`src/rtl/keypad_pkg.sv`:
```
// Shared key codes, scan state encoding and raw-vector decode for the keypad scanner.
package keypad_pkg;

    localparam logic [3:0] KEY_0    = 4'd0;
    localparam logic [3:0] KEY_1    = 4'd1;
    localparam logic [3:0] KEY_2    = 4'd2;
    localparam logic [3:0] KEY_3    = 4'd3;
    localparam logic [3:0] KEY_4    = 4'd4;
    localparam logic [3:0] KEY_5    = 4'd5;
    localparam logic [3:0] KEY_6    = 4'd6;
    localparam logic [3:0] KEY_7    = 4'd7;
    localparam logic [3:0] KEY_8    = 4'd8;
    localparam logic [3:0] KEY_9    = 4'd9;
    localparam logic [3:0] KEY_STAR = 4'd10;
    localparam logic [3:0] KEY_HASH = 4'd11;
    localparam logic [3:0] KEY_NONE = 4'd15;

    typedef enum logic [1:0] {
        SCAN_COL0 = 2'd0,
        SCAN_COL1 = 2'd1,
        SCAN_COL2 = 2'd2
    } scan_state_t;

    // Raw vector bit index is row*3 + column.
    function automatic logic [3:0] pos_to_code(input logic [3:0] pos);
        logic [3:0] code;
        case (pos)
            4'd0:    code = KEY_1;
            4'd1:    code = KEY_2;
            4'd2:    code = KEY_3;
            4'd3:    code = KEY_4;
            4'd4:    code = KEY_5;
            4'd5:    code = KEY_6;
            4'd6:    code = KEY_7;
            4'd7:    code = KEY_8;
            4'd8:    code = KEY_9;
            4'd9:    code = KEY_STAR;
            4'd10:   code = KEY_0;
            4'd11:   code = KEY_HASH;
            default: code = KEY_NONE;
        endcase
        return code;
    endfunction

    // Exactly one pressed key yields its code; none or several (ghosting) yield KEY_NONE.
    function automatic logic [3:0] raw_to_code(input logic [11:0] raw);
        logic [3:0] code;
        logic [3:0] hits;
        code = KEY_NONE;
        hits = 4'd0;
        for (int i = 0; i < 12; i++) begin
            if (raw[i]) begin
                hits = hits + 4'd1;
                code = pos_to_code(4'(i));
            end
        end
        return (hits == 4'd1) ? code : KEY_NONE;
    endfunction

endpackage

```
`src/rtl/key_debouncer.sv`:
```
// Per-scan debounce of the raw key code: a candidate must repeat for
// DEBOUNCE_SCANS scans before it becomes the accepted code.
module key_debouncer
    import keypad_pkg::*;
#(
    parameter int DEBOUNCE_SCANS = 8
) (
    input  logic       clk,
    input  logic       rst,
    input  logic       scan_done,
    input  logic [3:0] raw_code,
    output logic [3:0] accepted,
    output logic [3:0] accepted_next,
    output logic       strobe
);

    localparam int CW = (DEBOUNCE_SCANS > 2) ? $clog2(DEBOUNCE_SCANS) : 1;
    localparam logic [CW-1:0] CNT_MAX = CW'(DEBOUNCE_SCANS - 1);

    logic [3:0]    candidate;
    logic [CW-1:0] stable_cnt;
    logic          accept;

    assign accept        = (stable_cnt == CNT_MAX) && (candidate != accepted);
    assign accepted_next = accept ? candidate : accepted;

    // Track the candidate across scans and latch it once it has been stable long enough.
    always_ff @(posedge clk or posedge rst) begin
        if (rst) begin
            candidate  <= KEY_NONE;
            stable_cnt <= '0;
            accepted   <= KEY_NONE;
            strobe     <= 1'b0;
        end else begin
            accepted <= accepted_next;
            strobe   <= accept && (candidate != KEY_NONE);
            if (scan_done) begin
                if (raw_code == candidate) begin
                    if (stable_cnt != CNT_MAX)
                        stable_cnt <= stable_cnt + CW'(1);
                end else begin
                    candidate  <= raw_code;
                    stable_cnt <= '0;
                end
            end
        end
    end

endmodule

```
`src/rtl/keypad_scanner.sv`:
```
// 4x3 matrix keypad scanner: column drive, row sampling, debounce and
// decoded level outputs for the digital lock.
module keypad_scanner
    import keypad_pkg::*;
#(
    parameter int SCAN_DIV       = 1000,
    parameter int DEBOUNCE_SCANS = 8
) (
    input  logic       CLK,
    input  logic       RESET,
    input  logic [3:0] ROW,
    output logic [2:0] COL,
    output logic [9:0] KEY,
    output logic       STAR,
    output logic       HASH,
    output logic       KEY_VALID,
    output logic [3:0] KEY_CODE,
    output logic       KEY_STROBE
);

    localparam int DW = (SCAN_DIV > 2) ? $clog2(SCAN_DIV) : 1;
    localparam logic [DW-1:0] CNT_LAST = DW'(SCAN_DIV - 1);

    logic [3:0]    row_s1;
    logic [3:0]    row_s2;
    scan_state_t   state;
    logic [DW-1:0] col_cnt;
    logic [3:0]    samp0;
    logic [3:0]    samp1;
    logic [11:0]   raw_vec;
    logic [3:0]    raw_code;
    logic          scan_done;
    logic [3:0]    accepted;
    logic [3:0]    accepted_next;

    // Bring the asynchronous row lines into the clock domain.
    always_ff @(posedge CLK or posedge RESET) begin
        if (RESET) begin
            row_s1 <= 4'b1111;
            row_s2 <= 4'b1111;
        end else begin
            row_s1 <= ROW;
            row_s2 <= row_s1;
        end
    end

    // Column 2 sample is taken live on the final cycle of the scan.
    assign raw_vec = {~row_s2[3], samp1[3], samp0[3],
                      ~row_s2[2], samp1[2], samp0[2],
                      ~row_s2[1], samp1[1], samp0[1],
                      ~row_s2[0], samp1[0], samp0[0]};

    // Scan FSM: hold each column low for SCAN_DIV cycles, sample rows on the last one.
    always_ff @(posedge CLK or posedge RESET) begin
        if (RESET) begin
            state     <= SCAN_COL0;
            col_cnt   <= '0;
            COL       <= 3'b110;
            samp0     <= 4'b0000;
            samp1     <= 4'b0000;
            raw_code  <= KEY_NONE;
            scan_done <= 1'b0;
        end else begin
            scan_done <= 1'b0;
            if (col_cnt == CNT_LAST) begin
                col_cnt <= '0;
                case (state)
                    SCAN_COL0: begin
                        samp0 <= ~row_s2;
                        state <= SCAN_COL1;
                        COL   <= 3'b101;
                    end
                    SCAN_COL1: begin
                        samp1 <= ~row_s2;
                        state <= SCAN_COL2;
                        COL   <= 3'b011;
                    end
                    SCAN_COL2: begin
                        raw_code  <= raw_to_code(raw_vec);
                        scan_done <= 1'b1;
                        state     <= SCAN_COL0;
                        COL       <= 3'b110;
                    end
                    default: begin
                        state <= SCAN_COL0;
                        COL   <= 3'b110;
                    end
                endcase
            end else begin
                col_cnt <= col_cnt + DW'(1);
            end
        end
    end

    key_debouncer #(
        .DEBOUNCE_SCANS(DEBOUNCE_SCANS)
    ) u_debouncer (
        .clk          (CLK),
        .rst          (RESET),
        .scan_done    (scan_done),
        .raw_code     (raw_code),
        .accepted     (accepted),
        .accepted_next(accepted_next),
        .strobe       (KEY_STROBE)
    );

    assign KEY_CODE = accepted;

    // Register the decoded levels from the next accepted code so they move with KEY_CODE.
    always_ff @(posedge CLK or posedge RESET) begin
        if (RESET) begin
            KEY       <= 10'b0;
            STAR      <= 1'b0;
            HASH      <= 1'b0;
            KEY_VALID <= 1'b0;
        end else begin
            KEY       <= (accepted_next <= KEY_9) ? (10'd1 << accepted_next) : 10'b0;
            STAR      <= (accepted_next == KEY_STAR);
            HASH      <= (accepted_next == KEY_HASH);
            KEY_VALID <= (accepted_next != KEY_NONE);
        end
    end

endmodule

```
`config.mk`:
```
export PLATFORM = sky130hd
export DESIGN_NAME = keypad_scanner
export DESIGN_NICKNAME = d
export VERILOG_FILES = /design/src/rtl/keypad_pkg.sv /design/src/rtl/key_debouncer.sv /design/src/rtl/keypad_scanner.sv
export SDC_FILE = /design/constraint.sdc
export NUM_CORES = 1
export LEC_CHECK = 0
export CORE_UTILIZATION = 53
export CTS_CLUSTER_SIZE = 16
export DETAILED_ROUTE_END_ITERATION = 6
export PLACE_DENSITY = 0.85
export SLEW_MARGIN = 20
export SYNTH_ARGS = -nofsm -noshare
export SYNTH_HDL_FRONTEND = slang
export SYNTH_HIERARCHICAL = 1
export SYNTH_SLANG_ARGS = --single-unit
```
`constraint.sdc`:
```
create_clock -name CLK -period 6.67 [get_ports CLK]
set_input_delay 2.001 -clock CLK [delete_from_list [all_inputs] [get_ports CLK]]
set_output_delay 2.001 -clock CLK [all_outputs]
set_load 0.01 [all_outputs]
```
==> results of run 1 <==
-- area by class of cell --
| type | instances | area share |
|---|---|---|
| inverters | 17 | 0.0150 |
| clock buffers | 12 | 0.0335 |
| well taps | 75 | 0.0217 |
| multi-input cells | 232 | 0.450 |
| repair buffers | 45 | 0.0930 |
| clock inverters | 4 | 0.0277 |
| flip-flops and latches | 61 | 0.359 |
-- worst max path at each step --
stage | start | endpoint | cells after the start
after floorplan | row_s2[0] | raw_code[0] | 37
final | samp1[0] | raw_code[0] | 39
after detailed placement | samp0[0] | raw_code[1] | 37
after global routing | samp0[0] | raw_code[0] | 37
after CTS | samp0[0] | raw_code[1] | 37
after global placement | samp0[0] | raw_code[3] | 37
-- cell usage in the layout, fill, tap and decap left out, drive strengths merged, types with 8 or more instances in the layout --
cell,Yosys,final
dfrtp,39,39
nand2,31,31
clkdlybuf4s50,0,26
nor2,26,26
dfstp,22,22
buf,3,19
xnor2,19,19
inv,17,16
ha,16,16
clkbuf,7,12
o21ai,12,12
a21oi,11,11
nand3,10,10
mux2,9,9
nor3,8,8
-- power groups by stage --
stage / registers [µW] / clock network, µW / logic (µW)
after CTS: 379 / 436 / 67.9
after global placement: 385 / 0 / 57.5
after detailed placement: 385 / 0 / 59.8
final: 379 / 432 / 84.9
after floorplan: 382 / 0 / 45.6
after global routing: 380 / 454 / 93.3
-- metrics by stage --
| stage | instance area (µm²) | setup slack [ns] |
|---|---|---|
| 2_1_floorplan | 3390 | 0.0350 |
| 3_3_place_gp | 3760 | -0.125 |
| 3_5_place_dp | 3760 | -0.383 |
| 4_1_cts | 4140 | 0.0212 |
| 5_1_grt | 4330 | -0.110 |
| 6_report | 4330 | 0.131 |
-- sequential cells by signal, summed over array words and instances, names as in the netlist, 2 cells and up --
name                    flops
u_debouncer/candidate       4
u_debouncer/accepted        4
row_s2                      4
u_debouncer/stable_cnt      3
KEY                        10
row_s1                      4
COL                         3
raw_code                    4
state                       2
samp0                       4
col_cnt                    10
samp1                       4
-- what timing repair did --
item / CTS / global route
gates resized for setup: 14 / 31
setup endpoints to repair: 4 / 4
setup buffers: 5 / 6
pin swaps: 5 / 19
-- layer usage --
metal	vias up	wire length, µm
li1	1215	-
met1	1251	3090
met3	20	234
met5	-	0
met2	49	3610
met4	0	181
-- worst reg2reg max path, delay by kind of cell, from the launching register on --
kind	cells	cell delay, ns
flops	1	0.41
simple gates	12	1.78
mux	1	0.06
buf+inv	9	0.94
compound gates	9	1.25
fa+ha+maj	8	2.02
-- cell families (layout without fill, tap and decap cells) --
kind of cell,Yosys count,count (layout)
simple gates,115,115
flops,61,61
compound gates,56,56
xor+xnor,33,33
buf+inv,27,78
fa+ha+maj,16,16
mux,12,12
==> results.md, run 1 <==
* Status: complete, no violations
* I/O pin count at 27
* Largest family of logic cells by synthesized area: simple AND/OR/NAND/NOR gates
* Setup Skew at 0.0114 ns
* Pin count of the biggest net entering global routing at 50
* Number of synthesized flops with an enable pin at 0
* Total CTS buffers at 9
* Drt total wl at 7.11 mm
* Later-pin clock latency in the skew report at 0.34 ns
* Layout Cells excl Fill at 446
* Area Overhead vs Synth at 27.7%
* GP Congestion at about 0.79
* Layout Nets at a little under 400
* CP required at 6.93 ns
* CTS tree: yes
* Reg clk slew, reported paths at 0.06 ns
* Core ar. at 6060 µm²
* Worst EP arrival at approximately 6.8 ns
* Worst-Margin Slew at 1.02 ns
* Synth area leader: dfrtp_1
* Net Count, Synth at approximately 340
* Yosys cell types at 60
* Pint at 713 µW
* Hold Crit Start: row_s1[3]
* Worst path slowest cell: dfrtp_1
* Crit share post-route at 0.980
* Initial core utilization at 0.560
* Hold WC Path Type: reg2reg
* Critical path type: reg2reg
* Comb pwr share at 0.095
* Worst Hold Path EP: row_s2[3]
* Reg2reg start: samp1[0]
* TNS Setup at 0 ns
* Tot GR Track Use at 0.229
* Chip height at between 80 and 90 µm
* Share of cells above drive strength 1 at 0.302
* Register Area at 1550 µm²
* RSZ-0062 raised after global routing: yes
* Global route total overflow at 0
* Mapped Cells at 320
* Xor-xnor portion of the synthesized cell area at 0.123
* Max FO, Critical Path at 4
* YS warnings at 6
* Sequential group share of total power at 0.423
* CTS max path bufs at 2
* Post-synthesis mux area share at 0.0398
* Post-route DRC at 0
* Sink Count at 61
* Most used routing layer: met2
* Final Hold Fails at 0
* Fillers at 385
* Worst setup SP type: flip-flop
* Fin Hold WS at 0.356 ns
* Commonest cells post-synth: dfrtp_1, nand2_1, nor2_1, dfstp_2, xnor2_1
* Synth Area in Compound Gates at 0.114
* Cell mode on critical path: buf_4
* Mapped Avg Cell Area at 10.6 µm²
* Top-count cell post-synth: dfrtp_1
* Grt met2 use at 0.382
* Vias in the first global route at 2489
* Starting DRT DRC Count at 100
* Post-synthesis simple-gate area fraction at 0.174
* Area contributors post-synth: dfrtp_1, dfstp_2, ha_1
* Clk pwr share at 0.482
* H-tree lvl count at 3
* WL per Instance at roughly 16 µm
* DR vias/cell at around 5.7
* Flops & latches, synth at 61
* Met1 Track Usage GR at 0.287
* Reg2reg setup slack at 0.13 ns
* Final core utilization at 0.714
* Switch Pwr at 184 µW
* Hold Path Cell Cnt at 0
* CTS root buf: clkbuf_8
* Grt met3 use at 0.0511
* Leak at about 0.0019 µW
* Multi-input logic area at 1950 µm²
* HPWL after DPL at 4.58 mm
* Vias at 2535
* R2r worst-path depth at 39
* PD cells at roughly 210 nW/µm²
* Delay-heaviest family, CP: adder cells
* Antenna viol nets, final at 0
* Sequential fraction of the synthesis area at 0.458
* Mapped Area at 3390 µm²
* Fmax at 153 MHz
* Minimum clock period at around 6.5 ns
* PortBufs at 26
* Pre-Repair DR Iteration Count at 4
* CP peak stage delay at 0.41 ns
* Die Area at 6720 µm²
* Maxcap violations at 0
* Worst Path Buf+Inv at 9
* CTS Hold Bufs at 0
* Slew margin rel. at 0.317
* Crit end category: flip-flop
* Share of the synthesized area in the top cell type at 0.288
* Ant. Diodes at 0
* Adder-Cell Fraction of Synth Area at 0.0590
* Maximum VDD drop at 0.000244 V
* R2R Path End: raw_code[0]
* Sw frac at 0.205
* Post-synth top flop: dfrtp_1
* Final setup vio count at 0
* Initial antenna violation count at 0
* Core Rows at 28
* Die X at 82 µm
* Placed Instances at about 420
* First-pass GRT wire length at 11.5 mm
* Async SR Flop Fraction at 1.00
* Final Max Slew Viols at 0
* Tot Pwr at about 900 µW
Power figures use the tool's default switching activity.
==> run 2, diff against run 1 <==
--- a/config.mk
+++ b/config.mk
@@ -5,6 +5,7 @@
 export SDC_FILE = /design/constraint.sdc
 export NUM_CORES = 1
 export LEC_CHECK = 0
+export CORE_ASPECT_RATIO = 1.5
 export CORE_UTILIZATION = 53
 export CTS_CLUSTER_SIZE = 16
 export DETAILED_ROUTE_END_ITERATION = 6
==> run 2 against run 1 <==
Worst hold slack about the same. Fmax down 1.4%. Power down 11%. Register-to-register slack worse by 0.096 ns. First-iteration DRC count down 11%. Flip-flop and latch count unchanged. Combinational power up 2%. Utilization down 2.4 points. Critical endpoint unchanged. Largest cell class unchanged. Largest power group is now registers.
==> results.md, run 2 (synthesized netlist as in run 1, its figures left out) <==
* Status: complete, no violations
* Worst-Margin Slew at 1.03 ns (+0.0156 ns)
* Largest registers: KEY x10, col_cnt x10
* Pre-Repair DR Iteration Count at 4 (unchanged)
* Fin Hold WS at 0.356 ns (-0.000245 ns)
* Worst EP arrival at 6.89 ns (+0.09 ns)
* Final Hold Fails at 0 (unchanged)
* Core ar. at 6170 µm² (+1.9%)
* R2r worst-path depth at 37 (-5.1%)
* Crit end category: flip-flop
* PnR worst setup slack at 0.0351 ns (-0.0958 ns)
* GP Congestion at 0.808 (+2.1%)
* Minimum clock period at 6.63 ns (+0.0958 ns)
* CP peak stage delay at 0.42 ns (about the same)
* Final core utilization at 0.691 (-0.0239)
* Area Overhead vs Synth at 25.7%
* Fmax at 151 MHz (-1.4%)
* Share of cells above drive strength 1 at 0.295 (-0.00649)
* Worst setup SP type: flip-flop
* Starting DRT DRC Count at 89 (-11%)
* Final setup vio count at 0 (unchanged)
* I/O pin count at 27 (unchanged)
* DR vias/cell at 5.79 (+1.8%)
* Core Rows at 35 (+25%)
* Sink Count at 61 (unchanged)
* Maximum VDD drop at 0.000193 V (-21%)
* Commonest cells after routing, fill and taps aside: dfrtp_1, nand2_1, clkdlybuf4s50_1
* RSZ-0062 raised after global routing: yes
* Drt total wl at 7.48 mm (+5.1%)
* Global route total overflow at 0 (unchanged)
* PD cells at 187 nW/µm² (-9.9%)
* CTS max path bufs at 2 (unchanged)
* PortBufs at 26 (unchanged)
* Crit share post-route at 0.995 (+0.0144)
* Max FO, Critical Path at 4 (unchanged)
* Tot GR Track Use at 0.233 (+0.00341)
* CTS Hold Bufs at 0 (unchanged)
* Critical path type: reg2reg
* Cell mode on critical path: ha_4
* Placed Instances at 419 (unchanged)
* Maxcap violations at 0 (unchanged)
* First-pass GRT wire length at 11.6 mm (+1.1%)
* Total CTS buffers at 9 (unchanged)
* Fillers at 419 (+8.8%)
* Vias in the first global route at 2585 (+3.9%)
* Layout Nets at 386 (-0.52%)
* Die Area at 6730 µm² (about the same)
* Initial core utilization at 0.549 (-0.0103)
* Chip height at 100 µm (+22%)
* Commonest non-fill, non-tap cell in the layout: dfrtp_1
* Ant. Diodes at 0 (unchanged)
* Reg clk slew, reported paths at 0.06 ns (about the same)
* CTS tree: yes
* Antenna viol nets, final at 0 (unchanged)
* Initial antenna violation count at 0 (unchanged)
* Leak at 0.00183 µW (-2.3%)
* Vias at 2564 (+1.1%)
* WL per Instance at 16.9 µm (+5.8%)
* CP required at 6.93 ns (about the same)
* HPWL after DPL at 4.82 mm (+5.4%)
* Pre-CTS WS at -0.380 ns (+0.00271 ns)
* CTS root buf: clkbuf_8
* Post-route DRC at 0 (unchanged)
* Die X at 67.3 µm (-18%)
* Final Max Slew Viols at 0 (unchanged)
* Pin count of the biggest net entering global routing at 50 (unchanged)
* Hold Path Cell Cnt at 0 (unchanged)
* Setup Skew at 0.00963 ns (-0.00181 ns)
* Hold WC Path Type: reg2reg
* Layout Cells excl Fill at 443 (-0.67%)
* Slew margin rel. at 0.306 (-0.0105)
* Later-pin clock latency in the skew report at 0.34 ns (about the same)
* Worst path slowest cell: dfrtp_1
* H-tree lvl count at 3 (unchanged)
run 2: changes by cell type in the layout (fill, tap and decap cells not counted), sizes merged:
cell      previous run  this run
bufinv               4         1
buf                 19        17
clkinvlp             0         2
clkbuf              12        13
run 2: repair_timing:
item	CTS	global route
pin swaps	5	23
buffers inserted	3	6
hold endpoints to repair	0	0
resized for setup	14	32
endpoints found under the setup margin	4	4
run 2: power breakdown:
group	internal [µW]	switching, µW
clock	193	137
sequential	375	4.30
combinational	41.1	45.7
run 2: layout make-up:
class                   count  area [µm²]  share of cell area
flip-flops and latches     61        1550               0.364
clock buffers              13         159              0.0373
well taps                  74        92.6              0.0217
inverters                  17        65.1              0.0153
multi-input cells         232        1960               0.459
repair buffers             43         392              0.0918
clock inverters             3        45.0              0.0106
run 2: path summary, 6_finish.rpt:
path	start	to	slack, ns
min reg2reg	row_s1[3]	row_s2[3]	0.36
max reg2reg	samp1[0]	raw_code[0]	0.04
max in group asynchronous	RESET	samp1[2]	4.06
max	samp1[0]	raw_code[0]	0.04
min in group asynchronous	RESET	u_debouncer/strobe	2.02
min	row_s1[3]	row_s2[3]	0.36
run 2: stage by stage:
step	total power, µW	setup TNS, ns	area (µm²)
3_3_place_gp	441	-0.450	3770
3_5_place_dp	444	-1.48	3770
6_report	796	0	4260
5_1_grt	826	-0.613	4260
2_1_floorplan	428	0	3390
4_1_cts	781	0	4070
run 2: routing by layer:
metal,vias up,GRT usage,part of all wire
li1,1208,-,-
met1,1277,0.249,0.37
met2,59,0.422,0.56
met3,20,0.0534,0.033
met4,0,0.0998,0.031
met5,-,0,0
run 2: worst max-delay path: cells and delay by family, from the launching register on:
family	cells	cell delay, ns
adder cells (fa/ha/maj)	10	2.52
AO/OA/AOI/OAI	9	1.32
multiplexers	1	0.17
flip-flops	1	0.42
buffers and inverters	4	0.26
AND/OR/NAND/NOR	13	1.83
